[config.mk]
export PLATFORM = sky130hd
export DESIGN_NAME = bk_subtractor_32bit_pipe
export DESIGN_NICKNAME = d
export VERILOG_FILES = /design/src/rtl/bk_subtractor_32bit_pipe.sv
export SDC_FILE = /design/constraint.sdc
export NUM_CORES = 1
export LEC_CHECK = 0
export CAP_MARGIN = 10
export CORE_ASPECT_RATIO = 0.8
export CORE_MARGIN = 2
export CORE_UTILIZATION = 45
export CTS_BUF_LIST = sky130_fd_sc_hd__clkbuf_8
export CTS_CLUSTER_SIZE = 16
export DETAILED_ROUTE_END_ITERATION = 8
export PLACE_DENSITY_LB_ADDON = 0.15
export SLEW_MARGIN = 20
export SYNTH_ARGS = -nofsm -noshare
export SYNTH_HDL_FRONTEND = slang
export SYNTH_SLANG_ARGS = --single-unit
export TNS_END_PERCENT = 100
[constraint.sdc]
create_clock -name clk_i -period 4 [get_ports clk_i]
set_clock_uncertainty 0.1 [all_clocks]
set_input_delay 0.4 -clock clk_i [delete_from_list [all_inputs] [get_ports clk_i]]
set_output_delay 0.4 -clock clk_i [all_outputs]
set_load 0.05 [all_outputs]
[src/rtl/bk_subtractor_32bit_pipe.sv]
// -----------------------------------------------------------------------------
// bk_subtractor_32bit_pipe
//
// Purpose:
//   Three-stage pipelined subtractor/comparator built on a Brent-Kung
//   parallel-prefix borrow network. It computes a - b - bin as
//   a + ~b + ~bin and accepts one operation per cycle.
//
//   R1: operands -> bitwise generate/propagate (g = a & ~b, p = a ^ ~b),
//       carry-in = ~bin, operand sign bits, tag.
//   R2: Brent-Kung upsweep group G/P at spans 1, 2, ... WIDTH/2.
//   R3: downsweep carries, difference and all flags (output registers).
//
// Ports:
//   clk_i, rst_i       clock, synchronous active-high reset
//   valid_i / ready_o  request handshake (a_i, b_i, bin_i, tag_i)
//   valid_o / ready_i  result handshake (diff_o, flags, tag_o)
//   diff_o             a - b - bin modulo 2^WIDTH
//   borrow_o, lt_u_o   unsigned borrow-out (a < b + bin)
//   ovf_o              two's-complement overflow
//   zero_o             diff_o == 0
//   lt_s_o             signed less-than (diff MSB ^ ovf)
//   tag_o              tag returned with the result
// -----------------------------------------------------------------------------
module bk_subtractor_32bit_pipe #(
    parameter int WIDTH = 32,
    parameter int TAG_W = 4
) (
    input  logic             clk_i,
    input  logic             rst_i,
    input  logic             valid_i,
    output logic             ready_o,
    input  logic [WIDTH-1:0] a_i,
    input  logic [WIDTH-1:0] b_i,
    input  logic             bin_i,
    input  logic [TAG_W-1:0] tag_i,
    output logic             valid_o,
    input  logic             ready_i,
    output logic [WIDTH-1:0] diff_o,
    output logic             borrow_o,
    output logic             ovf_o,
    output logic             zero_o,
    output logic             lt_u_o,
    output logic             lt_s_o,
    output logic [TAG_W-1:0] tag_o
);

    localparam int LOG   = $clog2(WIDTH);
    localparam int NODES = 2 * WIDTH - 2;   // all upsweep nodes, spans 1..WIDTH/2
    localparam int HALF  = WIDTH / 2;

    // Offset of level k in the full (uncompacted) upsweep node vector.
    function automatic int full_off(input int k);
        return 2 * WIDTH - 2 * (WIDTH >> k);
    endfunction

    // Index of node n of level k in the registered (compacted) vector.
    // Below the top level only even nodes are kept: an odd node at level k
    // is fully absorbed into its parent at level k+1 and is never needed by
    // the downsweep. The top level keeps both halves for the carry-out.
    function automatic int node_idx(input int k, input int n);
        if (k < LOG - 1) begin
            return (WIDTH - (WIDTH >> k)) + n / 2;
        end
        return (WIDTH - 2) + n;
    endfunction

    // -------------------------------------------------------------------------
    // Handshake: one global enable advances every stage together.
    //   en = ~valid_o | ready_i ; ready_o = en.
    // A request transfers on a rising edge with valid_i && ready_o, a result
    // transfers with valid_o && ready_i. With en low every stage register
    // (data, tag, valid) holds, so outputs are stable while stalled. Bubbles
    // travel as valid=0 and are never collapsed. ready_o never depends on
    // valid_i.
    // -------------------------------------------------------------------------
    logic w_en;
    logic r1_valid;
    logic r2_valid;
    logic r3_valid;

    assign w_en    = ~r3_valid | ready_i;
    assign ready_o = w_en;

    always_ff @(posedge clk_i) begin
        if (rst_i) begin
            r1_valid <= 1'b0;
            r2_valid <= 1'b0;
            r3_valid <= 1'b0;
        end else if (w_en) begin
            r1_valid <= valid_i;
            r2_valid <= r1_valid;
            r3_valid <= r2_valid;
        end
    end

    // -------------------------------------------------------------------------
    // R1: bitwise generate/propagate of a + ~b. Data registers load only with a
    // real operation, so bubbles never push unknown input values downstream.
    // Only the operand sign bits are needed later (overflow).
    // -------------------------------------------------------------------------
    logic [WIDTH-1:0] r1_g;
    logic [WIDTH-1:0] r1_p;
    logic             r1_cin;
    logic             r1_a_msb;
    logic             r1_b_msb;
    logic [TAG_W-1:0] r1_tag;

    always_ff @(posedge clk_i) begin
        if (w_en && valid_i) begin
            r1_g     <= a_i & ~b_i;
            r1_p     <= a_i ^ ~b_i;
            r1_cin   <= ~bin_i;
            r1_a_msb <= a_i[WIDTH-1];
            r1_b_msb <= b_i[WIDTH-1];
            r1_tag   <= tag_i;
        end
    end

    // -------------------------------------------------------------------------
    // Upsweep: level k node n covers bits [(n+1)*2^k-1 : n*2^k].
    // -------------------------------------------------------------------------
    logic [NODES-1:0] w_fg;
    logic [NODES-1:0] w_fp;
    logic [WIDTH-1:0] w_gc;
    logic [HALF-1:0]  w_pc;

    always_comb begin
        w_fg = '0;
        w_fp = '0;
        w_gc = '0;
        w_pc = '0;
        w_fg[WIDTH-1:0] = r1_g;
        w_fp[WIDTH-1:0] = r1_p;
        for (int k = 1; k < LOG; k++) begin
            for (int n = 0; n < (WIDTH >> k); n++) begin
                w_fg[full_off(k) + n] = w_fg[full_off(k-1) + 2*n + 1]
                                      | (w_fp[full_off(k-1) + 2*n + 1] & w_fg[full_off(k-1) + 2*n]);
                w_fp[full_off(k) + n] = w_fp[full_off(k-1) + 2*n + 1] & w_fp[full_off(k-1) + 2*n];
            end
        end
        for (int k = 0; k < LOG; k++) begin
            for (int n = 0; n < (WIDTH >> k); n++) begin
                if ((k == LOG - 1) || (n % 2 == 0)) begin
                    w_gc[node_idx(k, n)] = w_fg[full_off(k) + n];
                end
            end
        end
        // Level-0 propagates travel separately (they also form the sum bits).
        for (int k = 1; k < LOG; k++) begin
            for (int n = 0; n < (WIDTH >> k); n++) begin
                if ((k == LOG - 1) || (n % 2 == 0)) begin
                    w_pc[node_idx(k, n) - HALF] = w_fp[full_off(k) + n];
                end
            end
        end
    end

    // -------------------------------------------------------------------------
    // R2: registered upsweep nodes.
    // -------------------------------------------------------------------------
    logic [WIDTH-1:0] r2_gc;
    logic [HALF-1:0]  r2_pc;
    logic [WIDTH-1:0] r2_p0;
    logic             r2_cin;
    logic             r2_a_msb;
    logic             r2_b_msb;
    logic [TAG_W-1:0] r2_tag;

    always_ff @(posedge clk_i) begin
        if (w_en && r1_valid) begin
            r2_gc    <= w_gc;
            r2_pc    <= w_pc;
            r2_p0    <= r1_p;
            r2_cin   <= r1_cin;
            r2_a_msb <= r1_a_msb;
            r2_b_msb <= r1_b_msb;
            r2_tag   <= r1_tag;
        end
    end

    // -------------------------------------------------------------------------
    // Downsweep: carry into bit j is the prefix over bits [j-1:0] combined with
    // cin. That range is tiled by the aligned upsweep nodes picked out by the
    // set bits of j (largest first, i.e. lowest bits first); folding them in
    // order gives the same terms the Brent-Kung distribution tree shares.
    // -------------------------------------------------------------------------
    logic [WIDTH:0]   w_c;
    logic             w_acc;
    logic             w_pk;
    int               w_lo;
    int               w_idx;

    always_comb begin
        w_c   = '0;
        w_acc = 1'b0;
        w_pk  = 1'b0;
        w_lo  = 0;
        w_idx = 0;
        w_c[0] = r2_cin;
        for (int j = 1; j <= WIDTH; j++) begin
            w_acc = r2_cin;
            w_lo  = 0;
            for (int k = LOG; k >= 0; k--) begin
                if (((j >> k) & 1) == 1) begin
                    if (k == LOG) begin
                        // Full-width span (carry-out only): both top-level halves.
                        w_idx = node_idx(LOG - 1, 0);
                        w_acc = r2_gc[w_idx] | (r2_pc[w_idx - HALF] & w_acc);
                        w_idx = node_idx(LOG - 1, 1);
                        w_acc = r2_gc[w_idx] | (r2_pc[w_idx - HALF] & w_acc);
                    end else begin
                        w_idx = node_idx(k, w_lo >> k);
                        if (k == 0) begin
                            w_pk = r2_p0[w_lo];
                        end else begin
                            w_pk = r2_pc[w_idx - HALF];
                        end
                        w_acc = r2_gc[w_idx] | (w_pk & w_acc);
                    end
                    w_lo = w_lo + (1 << k);
                end
            end
            w_c[j] = w_acc;
        end
    end

    logic [WIDTH-1:0] w_diff;
    logic             w_borrow;
    logic             w_ovf;

    assign w_diff   = r2_p0 ^ w_c[WIDTH-1:0];
    assign w_borrow = ~w_c[WIDTH];
    assign w_ovf    = (r2_a_msb != r2_b_msb) && (w_diff[WIDTH-1] != r2_a_msb);

    // -------------------------------------------------------------------------
    // R3: output registers.
    // -------------------------------------------------------------------------
    logic [WIDTH-1:0] r3_diff;
    logic             r3_borrow;
    logic             r3_ovf;
    logic             r3_zero;
    logic             r3_lt_u;
    logic             r3_lt_s;
    logic [TAG_W-1:0] r3_tag;

    always_ff @(posedge clk_i) begin
        if (rst_i) begin
            r3_diff   <= '0;
            r3_borrow <= 1'b0;
            r3_ovf    <= 1'b0;
            r3_zero   <= 1'b0;
            r3_lt_u   <= 1'b0;
            r3_lt_s   <= 1'b0;
            r3_tag    <= '0;
        end else if (w_en && r2_valid) begin
            r3_diff   <= w_diff;
            r3_borrow <= w_borrow;
            r3_ovf    <= w_ovf;
            r3_zero   <= ~|w_diff;
            r3_lt_u   <= w_borrow;
            r3_lt_s   <= w_diff[WIDTH-1] ^ w_ovf;
            r3_tag    <= r2_tag;
        end
    end

    assign valid_o  = r3_valid;
    assign diff_o   = r3_diff;
    assign borrow_o = r3_borrow;
    assign ovf_o    = r3_ovf;
    assign zero_o   = r3_zero;
    assign lt_u_o   = r3_lt_u;
    assign lt_s_o   = r3_lt_s;
    assign tag_o    = r3_tag;

endmodule

=== Yosys cells after proc, flatten, opt, wreduce, memory -nomap -nowiden ===
Index checks and enable logic that the tools add are counted.
W data, S select, Z words.

* Flip-flop bits (word level): 201
* Bits of input ports: 73
* Output and inout bits: 43
* Word-level logic and storage cells: 193

* Equality and inequality tests: 2
* Bitwise gates (word level): 163
* Reductions and logical operators: 6

{| class="wikitable"
|+ Operators by type and width
! cell !! count
|-
| $and A1 B1 Y1 || 92
|-
| $xor A32 B32 Y32 || 2
|-
| $or A1 B1 Y1 || 63
|-
| $and A32 B32 Y32 || 1
|-
| $not A32 Y32 || 1
|-
| $reduce_or A32 Y1 || 1
|-
| $logic_and A1 B1 Y1 || 4
|-
| $not A1 Y1 || 3
|-
| $ne A1 B1 Y1 || 2
|-
| $logic_not A1 Y1 || 1
|-
| $xor A1 B1 Y1 || 1
|}

=== Depth between registers and ports, before layout ===
Gate-level depths: netlist of the first run.

* Depth after elaboration: 14
* Mapped depth: 10
* Mapped depth without buffers: 10

=== Worst setup path after synthesis of the first run ===
Ideal clock, no wire load.

* Path type: register to register
* Start: register r3_valid (netlist: valid_o)
* End: register r2_a_msb (enable)
* Setup time: 0.456 ns
* Arrival: 3.019 ns
* Required time: 3.444 ns
* Path slack: 0.425 ns
* Cell stages (with the launch flop): 4
* Path buffers: 1
* Clock period less this slack: 3.575 ns
* Cells stage by stage: dfxtp_1 nand2b_1 buf_2 and2_1

* Word-level cells in the longest chain between the ends: 3

{| class="wikitable"
|+ Ends and longest elaborated chain
! what !! line !! RTL
|-
| start, declared || 80 || <nowiki>logic r3_valid;</nowiki>
|-
| start signal, assigned || 93 || <nowiki>r3_valid <= r2_valid;</nowiki>
|-
| $not A1 Y1 || 82 || <nowiki>assign w_en = ~r3_valid | ready_i;</nowiki>
|-
| $or A1 B1 Y1 || 82 ||
|-
| via ready_o || 32 || <nowiki>output logic ready_o,</nowiki>
|-
| $logic_and A1 B1 Y1 || 171 || <nowiki>if (w_en && r1_valid) begin</nowiki>
|-
| end signal, assigned || 176 || <nowiki>r2_a_msb <= r1_a_msb;</nowiki>
|-
| end, declared || 166 || <nowiki>logic r2_a_msb;</nowiki>
|}

The timed path passes the listed nets, and every way through them passes these cells.
A chain may end at the register's enable or synchronous reset.

=== Worst setup path after layout of the first run ===
* Start: register r2_cin
* End: register r3_ovf (netlist: ovf_o)

* Word-level cells in the longest chain between the ends: 13

{| class="wikitable"
|+ Ends and longest elaborated chain
! what !! line !! RTL
|-
| start, declared || 165 || <nowiki>logic r2_cin;</nowiki>
|-
| start signal, assigned || 175 || <nowiki>r2_cin <= r1_cin;</nowiki>
|-
| $and A1 B1 Y1 || 219 || <nowiki>w_acc = r2_gc[w_idx] | (w_pk & w_acc);</nowiki>
|-
| $or A1 B1 Y1 || 219 ||
|-
| $and A1 B1 Y1 || 219 ||
|-
| $or A1 B1 Y1 || 219 ||
|-
| $and A1 B1 Y1 || 219 ||
|-
| $or A1 B1 Y1 || 219 ||
|-
| $and A1 B1 Y1 || 219 ||
|-
| $or A1 B1 Y1 || 219 ||
|-
| $and A1 B1 Y1 || 219 ||
|-
| $or A1 B1 Y1 || 219 ||
|-
| $xor A32 B32 Y32 || 232 || <nowiki>assign w_diff = r2_p0 ^ w_c[WIDTH-1:0];</nowiki>
|-
| $ne A1 B1 Y1 || 234 || <nowiki>assign w_ovf = (r2_a_msb != r2_b_msb) && (w_diff[WIDTH-1] != r2_a_msb);</nowiki>
|-
| $logic_and A1 B1 Y1 || 234 ||
|-
| end signal, assigned || 259 || <nowiki>r3_ovf <= w_ovf;</nowiki>
|-
| end, declared || 241 || <nowiki>logic r3_ovf;</nowiki>
|}

No other way between the ends.

==> flow_metrics.tcl, run 1 <==
set metrics [dict create \
    syn-cell-area_um2 7747 \
    postSynthCellCount 551 \
    p_switching_mw 1.029 \
    grt-ovfl-total 0 \
    clk-insertion-delay-late_ns 0.55 \
    post-place-cells 875 \
    setup_ws_ns 1.297 \
    rsz0062_at_grt "false" \
    max-cap-violations 0 \
    ant_nets 0 \
    cts-root-buf "clkbuf_8" \
    dp_hpwl_um 10020 \
    core_um2 16710 \
    drc 0 \
    fin_crit_ns 2.703 \
    path_max_fanout 5 \
    maxSlewHeadroom_pct 43.33 \
    vias_per_cell 4.812 \
    synth_seq_cells 201 \
    grt_max_degree 89 \
    min-delay-path-class "flop to flop" \
    crit_path_start_kind "flop" \
    hold_viol_final 0 \
    rrSetupSlack_ns 1.30 \
    io_pins 116 \
    intPower_mw 3.400 \
    dpl_worst_slack_ns 1.199 \
    yosys.area.top_type_share_pct 61.24 \
    drt_iter0_markers 237 \
    async_flop_share_pct 0 \
    setup_violations 0 \
    stdcell_count 934 \
    cts_tree "yes" \
    clk_pin_slew_worst_paths_ns 0.06 \
    p_leak_nw 3.756 \
    start_util_pct 46.36 \
    die_w_um 150.7 \
    cts.sinks 201 \
    wl_per_cell_um 15.08 \
    nets 810 \
    synth_cell_types 34 \
    h-tree-depth 1 \
    pwr-share-comb_pct 9.1 \
    synth_edf_count 158 \
    cts_made_buffers 31 \
    ctsResizeCount 0 \
    powerDensity_nw_per_um2 454.5 \
    antenna_found_initial 0 \
    grt_pass1_wl_um 22340 \
    first_pass_iters 4 \
    end_kind "flop" \
    syn_nets 672 \
    yosysMostFrequentCell "edfxtp_1" \
    num_rows 42 \
    synth_common_cells "edfxtp_1 (158), nand2_1 (63), ha_1 (48), a21oi_1 (47), dfxtp_1 (43)" \
    ctsHoldBuffers 0 \
    layout-drive-gt1-share_pct 7.423 \
    die_area_um2 18290 \
    synth_largest_area_cell "edfxtp_1" \
    ir_drop_mv 0.2117 \
    worstPathRequired_ns 4.33 \
    syn_area_per_cell_um2 14.06 \
    clockPowerShare_pct 35.5 \
    areaGrowthSynthToFinish_pct 25.79 \
    seq_area_frac_synth_pct 72.35 \
    critPathKind "flop to flop" \
    drv_slew 0 \
    cts_setup_buffers 0 \
    yosysWarnings 0 \
    grt_pass1_vias 4583 \
    antenna_cells 0 \
    status "finished clean" \
    period_share_pct 67.58 \
    finalSetupTns_ns 0 \
    seq_power_share_pct 55.4 \
    numPortBuffers 115 \
    tightest_slew_ns 0.8501 \
    p_sw_share_pct 23.24 \
    crit_arrival_ns 3.04 \
    vias 4494 \
    clock_path_buffers 3 \
    finalPower_mw 4.429 \
    grtUsageTotal_pct 15.77 \
    drt-total-wl_um 14090 \
    ys_top_cells_by_area "edfxtp_1 (61%), dfxtp_1 (11%), ha_1 (7.8%), nand2_1 (3.1%), a21oi_1 (3.0%)" \
    die_h_um 121.4 \
    finish.utilization_pct 58.32 \
    synth_flop_cell "edfxtp_1" \
    fmax_ghz 0.3700 \
    gp_congestion 0.8447 \
]
==> layout by cell type (no fill, tap or decap), types with 2 or more instances in the layout <==
master / netlist / routed
a211oi_1: 2 / 2
a21o_1: 29 / 29
a21oi_1: 47 / 47
and2_1: 11 / 9
and3_1: 4 / 4
buf_4: 1 / 5
clkbuf_8: 0 / 33
clkdlybuf4s50_1: 0 / 114
clkinv_1: 0 / 8
clkinv_2: 0 / 6
dfxtp_1: 43 / 43
edfxtp_1: 158 / 158
ha_1: 48 / 48
inv_1: 39 / 48
nand2_1: 63 / 62
nand3_1: 7 / 7
nand3b_1: 2 / 2
nor2_1: 40 / 40
nor2b_1: 2 / 2
nor3_1: 5 / 5
nor4_1: 4 / 4
o211ai_1: 2 / 2
or3_1: 2 / 2
xnor2_1: 8 / 8
xor2_1: 8 / 8
==> path summary, 6_finish.rpt <==
check        endpoint  cells after the start  startpoint
max             ovf_o                      9      r2_cin
min            r2_cin                      0      r1_cin
max reg2reg     ovf_o                      9      r2_cin
min reg2reg    r2_cin                      0      r1_cin
==> logic make-up after synthesis <==
group	Yosys count	share of synthesized area, %
buffers and inverters	55	2.826
adders and majority gates	48	7.752
xor gates and xnor gates	16	1.809
DFF	201	72.35
AOI/OAI and AO/OA	83	6.476
and+or+nand+nor	147	8.656
muxes	1	0.1292
==> registers in the layout, summed over array words and instances, names as in the netlist, 16 cells and up <==
register / flops
r2_gc: 32
r2_p0: 32
r1_g: 32
r2_pc: 16
diff_o: 32
r1_p: 32
==> routing by layer <==
layer | share of wire [%] | global-route usage [%] | up-vias | wire (um)
met2 | 48 | 25.65 | 131 | 6715
met3 | 5.8 | 3.383 | 26 | 819
met4 | 2.3 | 5.140 | 0 | 323
met5 | 0 | 0 | - | 0
met1 | 44 | 21.25 | 2097 | 6227
li1 | - | - | 2240 | -
==> critical path, stage by stage (launching register included) <==
cell      delay [ns]
edfxtp_1        0.50
a21o_1          0.30
a21o_1          0.25
a21o_1          0.20
a21o_1          0.18
ha_1            0.17
nor2_1          0.12
xnor2_1         0.13
or3b_1          0.37
a311oi_1        0.27
==> per-stage QoR <==
step / hold WS, ns / area (um2)
6_report: 0.3155 / 9746
3_3_place_gp: 0.3005 / 9140
5_1_grt: 0.3235 / 9746
3_5_place_dp: 0.3052 / 9140
4_1_cts: 0.3152 / 9726
2_1_floorplan: 0.3003 / 7747
==> area by class of cell <==
type	count	area (um2)
Tap cell	220	275.3
Clock inverter	25	131.4
Inverter	39	146.4
Multi-Input combinational cell	295	1929
Fill cell	1377	6965
Clock buffer	33	454.2
Sequential cell	201	5605
Timing Repair Buffer	121	1204
==> power by group through the flow <==
| stage | Combinational [mW] | Sequential (mW) | Clock (mW) |
|---|---|---|---|
| 3_3_place_gp | 0.397 | 2.49 | 0 |
| 6_report | 0.403 | 2.45 | 1.57 |
| 2_1_floorplan | 0.174 | 2.54 | 0 |
| 3_5_place_dp | 0.402 | 2.50 | 0 |
| 4_1_cts | 0.406 | 2.46 | 1.61 |
| 5_1_grt | 0.444 | 2.47 | 1.70 |
Note: power is estimated with default switching activity, not from simulation.
==> run 2, diff against run 1 <==
clock period = 2.6 ns   (was 4 ns; I/O delays follow)
==> flow_metrics.tcl, run 2 (synthesis results as in run 1) <==
set metrics [dict create \
    grt-ovfl-total 0 \
    path_buf_inv 0 \
    gp_congestion 0.8574 \
    crit_family "simple AND/OR/NAND/NOR gates" \
    post-place-cells 883 \
    setup_violations 0 \
    rsz0062_at_grt "true" \
    period_share_pct 96.64 \
    dp_hpwl_um 10420 \
    worst_path_max_delay_cell "edfxtp_1" \
    crit_chain "a21o_4 -> a21o_1 -> a21o_1 -> ha_1 -> nor2_2 -> xnor2_1 -> or3_1 -> or3_1 -> o21ai_1" \
    io_pins 116 \
    tightest_slew_ns 0.5449 \
    hp-start "rst_i" \
    crit_path_start "r2_cin" \
    start_util_pct 46.36 \
    fmax_ghz 0.3980 \
    cts.sinks 201 \
    ant_nets 0 \
    cpPeakStageDelay_ns 0.43 \
    die_w_um 150.7 \
    reg2reg_to "zero_o" \
    maxSlewHeadroom_pct 63.56 \
    antenna_cells 0 \
    die_h_um 121.4 \
    crit_arrival_ns 2.88 \
    grt_pass1_wl_um 23250 \
    reg2regPathDepth 9 \
    wl_per_cell_um 15.53 \
    worstPathRequired_ns 2.96 \
    cts_made_buffers 31 \
    layout-drive-gt1-share_pct 9.280 \
    clock_path_buffers 3 \
    min_to "zero_o" \
    hold_viol_final 0 \
    fin_crit_ns 2.513 \
    rrSetupSlack_ns 0.09 \
    status "finished clean" \
    clk-insertion-delay-late_ns 0.54 \
    nets 818 \
    drc 0 \
    final_common_cell "edfxtp_1" \
    cts_tree "yes" \
    h-tree-depth 1 \
    antenna_found_initial 0 \
    max-cap-violations 0 \
    drt-total-wl_um 14630 \
    vias 4601 \
    areaGrowthSynthToFinish_pct 27.52 \
    core_um2 16710 \
    grt_max_degree 72 \
    end_kind "flop" \
    ir_drop_mv 0.3332 \
    numPortBuffers 115 \
    finalPower_mw 6.943 \
    reg2reg_from "r2_cin" \
    num_rows 42 \
    critPathKind "flop to flop" \
    grtUsageTotal_pct 16.41 \
    path_max_fanout 5 \
    nFillCells 1354 \
    min-delay-path-class "input port to flop" \
    cts-root-buf "clkbuf_8" \
    vias_per_cell 4.884 \
    finalSetupTns_ns 0 \
    clk_pin_slew_worst_paths_ns 0.06 \
    first_pass_iters 4 \
    drt_iter0_markers 195 \
    powerDensity_nw_per_um2 702.7 \
    grt_pass1_vias 4708 \
    mostFrequentLayoutCells "edfxtp_1 (158), clkdlybuf4s50_1 (114), nand2_1 (62)" \
    crit_path_start_kind "flop" \
    stdcell_count 942 \
    p_leak_nw 3.813 \
    min_delay_path_depth 5 \
    die_area_um2 18290 \
    drv_slew 0 \
]
-- run 2: cell types whose count changed in the layout (fill, tap and decap cells not counted), moves of 2 or more --
cell and change:
buf_4 +6, clkbuf_8 +3, buf_12 +2, inv_1 -2
-- run 2: timing repair --
item / in CTS / in global routing
setup buffers: 0 / 1
endpoints found under the setup margin: 1 / 2
pin swaps: 1 / 4
hold buffers: 0 / 0
resized for setup: 0 / 4
-- run 2: how the worst max path moves through the flow --
stage	to	slack [ns]	cells after the start
3_3_place_gp	ovf_o	0.1	9
2_1_floorplan	r1_a_msb	0.18	3
4_1_cts	ovf_o	0.01	9
5_1_grt	zero_o	-0.003	9
6_report	zero_o	0.09	9
3_5_place_dp	ovf_o	0.01	9
-- run 2: through the flow --
step	setup WS [ns]	cell area [um2]	utilization, %	hold WS [ns]
6_report	0.08730	9879	59.12	0.04930
3_3_place_gp	0.09961	9238	55.28	0.3015
3_5_place_dp	0.01375	9238	55.28	0.3070
2_1_floorplan	0.1787	7751	-	0.2589
4_1_cts	0.01408	9852	58.95	0.01993
5_1_grt	-0.003199	9879	59.12	0.04174
-- run 2: layout make-up --
type | count | area [um2] | share of cell area [%]
flip-flops and latches | 201 | 5605 | 56.74
inverters | 39 | 146.4 | 1.482
multi-input cells | 295 | 1949 | 19.73
clock inverters | 22 | 118.9 | 1.203
well taps | 220 | 275.3 | 2.786
clock buffers | 36 | 495.5 | 5.015
repair buffers | 129 | 1289 | 13.04
-- run 2: worst min-delay path: cells and delay by family --
family                 cells  cell delay (ns)
AOI/OAI and AO/OA          1             0.06
buffers and inverters      1             0.11
and+or+nand+nor            3             0.21
-- run 2: per-layer routing --
metal  vias to the layer above  global-route usage (%)  part of all wire (%)
met5                         -                       0                     0
met4                         0                   4.614                   1.6
met3                        17                   3.346                   5.4
met2                       126                   26.11                    46
met1                      2205                   23.07                    47
li1                       2253                       -                     -
-- run 2: where the power goes --
group          total [mW]  switching, mW  internal (mW)
logic               0.637          0.356          0.281
clock network        2.53           1.17           1.36
registers            3.78         0.0854           3.69
total                6.94           1.61           5.33
==> run 3, diff against run 2 <==
CORE_UTILIZATION = 36   (was 45)
SKIP_CTS_REPAIR_TIMING = 1   (was default)
==> flow_metrics.tcl, run 3 (synthesis results as in run 1) <==
set metrics [dict create \
    status "finished clean" \
    powerDensity_nw_per_um2 710.4 \
    reg2regPathDepth 9 \
    wl_per_cell_um 15.50 \
    p_sw_share_pct 23.28 \
    cts-root-buf "clkbuf_8" \
    cts_tree "yes" \
    vias 4567 \
    grt_pass1_vias 4751 \
    min-delay-path-class "input port to flop" \
    crit_chain "a21o_4 -> a21o_1 -> a21o_1 -> a21o_1 -> ha_1 -> nor2_2 -> xnor2_2 -> or3b_1 -> a311oi_2" \
    die_area_um2 22720 \
    grt_pass1_wl_um 24340 \
    setup_ws_ns 0.07724 \
    crit_path_start_kind "flop" \
    maxSlewHeadroom_pct 59.07 \
    path_max_fanout 4 \
    ir_drop_mv 0.2301 \
    clk-insertion-delay-late_ns 0.51 \
    core_um2 20880 \
    critPathKind "flop to flop" \
    holdWs_ns 0.05872 \
    p_switching_mw 1.652 \
    start_util_pct 37.11 \
    end_kind "flop" \
    fin_crit_ns 2.523 \
    tightest_slew_ns 0.6121 \
    dpl_worst_slack_ns 0.04495 \
    worst_path_max_delay_cell "edfxtp_1" \
    num_rows 47 \
    final_common_cell "edfxtp_1" \
    crit_arrival_ns 2.85 \
    antenna_found_initial 0 \
    setup_violations 0 \
    ant_nets 0 \
    period_share_pct 97.03 \
    cpMostUsedCell "a21o_1" \
    gp_congestion 0.7846 \
    areaGrowthSynthToFinish_pct 28.96 \
    clockPowerShare_pct 37.7 \
    numPortBuffers 115 \
    rrSetupSlack_ns 0.08 \
    first_pass_iters 4 \
    io_pins 116 \
    layout-drive-gt1-share_pct 9.504 \
    cpPeakStageDelay_ns 0.44 \
    crit_path_start "r2_cin" \
    antenna_cells 0 \
    h-tree-depth 2 \
    pwr-share-comb_pct 9.1 \
    intPower_mw 5.445 \
    dp_hpwl_um 10760 \
    grt-ovfl-total 0 \
    clock_path_buffers 3 \
    reg2reg_from "r2_cin" \
    cts.sinks 201 \
    drt-total-wl_um 15430 \
    max-cap-violations 0 \
    finish.utilization_pct 47.86 \
    path_buf_inv 0 \
    die_h_um 135.2 \
    drv_slew 0 \
    grtUsageTotal_pct 13.94 \
    seq_power_share_pct 53.3 \
    fmax_ghz 0.3964 \
    vias_per_cell 4.590 \
    mostFrequentLayoutCells "edfxtp_1 (158), clkdlybuf4s50_1 (114), nand2_1 (62)" \
    crit_family "compound AO/OA/AOI/OAI gates" \
    drt_iter0_markers 284 \
    reg2reg_to "ovf_o" \
    cts_made_buffers 34 \
    p_leak_nw 3.846 \
    clk_pin_slew_worst_paths_ns 0.06 \
    cp-endpoint "ovf_o" \
    drc 0 \
    hold_viol_final 0 \
    cp_num_cells 9 \
    die_w_um 168.0 \
    nets 822 \
    grt_max_degree 72 \
    worstPathRequired_ns 2.93 \
    finalPower_mw 7.098 \
]
[run 3: how the worst min path moves through the flow]
stage / from / endpoint / slack (ns) / cells after the start
2_1_floorplan: a_i[31] / r1_a_msb / 0.26 / 0
3_3_place_gp: r1_tag[1] / r2_tag[1] / 0.30 / 0
3_5_place_dp: r1_tag[1] / r2_tag[1] / 0.31 / 0
4_1_cts: rst_i / zero_o / 0.04 / 5
5_1_grt: rst_i / zero_o / 0.12 / 5
6_report: rst_i / zero_o / 0.06 / 5
[run 3: final cells by class]
| cell class | instances | area (um2) |
|---|---|---|
| Fill cell | 1872 | 10890 |
| Clock buffer | 39 | 536.8 |
| Tap cell | 269 | 336.6 |
| Sequential cell | 201 | 5605 |
| Clock inverter | 22 | 116.4 |
| Timing Repair Buffer | 130 | 1296 |
| Multi-Input combinational cell | 295 | 1953 |
| Inverter | 39 | 146.4 |
[run 3: routing by layer]
layer / GRT usage (%) / part of all wire [%]
met1: 18.26 / 46
met2: 22.04 / 45
met3: 4.119 / 7.1
met4: 5.362 / 1.8
met5: 0 / 0
[run 3: through the flow]
| stage | instance area (um2) | setup TNS, ns | cells |
|---|---|---|---|
| 5_1_grt | 9991 | -0.002971 | 995 |
| 3_5_place_dp | 9284 | 0 | 930 |
| 4_1_cts | 9937 | 0 | 991 |
| 3_3_place_gp | 9284 | 0 | 930 |
| 2_1_floorplan | 7751 | 0 | 551 |
| 6_report | 9991 | 0 | 995 |
[run 3: worst reg2reg max path: stages, from the launching register on]
cell and delay, ns:
edfxtp_1 0.44, a21o_4 0.25, a21o_1 0.21, a21o_1 0.21, a21o_1 0.18, ha_1 0.18, nor2_2 0.13, xnor2_2 0.12
or3b_1 0.37, a311oi_2 0.26
[run 3: power by group through the flow]
stage | combinational, mW | sequential (mW) | clock, mW
2_1_floorplan | 0.268 | 3.90 | 0
3_3_place_gp | 0.628 | 3.84 | 0
3_5_place_dp | 0.639 | 3.85 | 0
4_1_cts | 0.645 | 3.78 | 2.78
5_1_grt | 0.713 | 3.80 | 2.92
6_report | 0.645 | 3.78 | 2.67
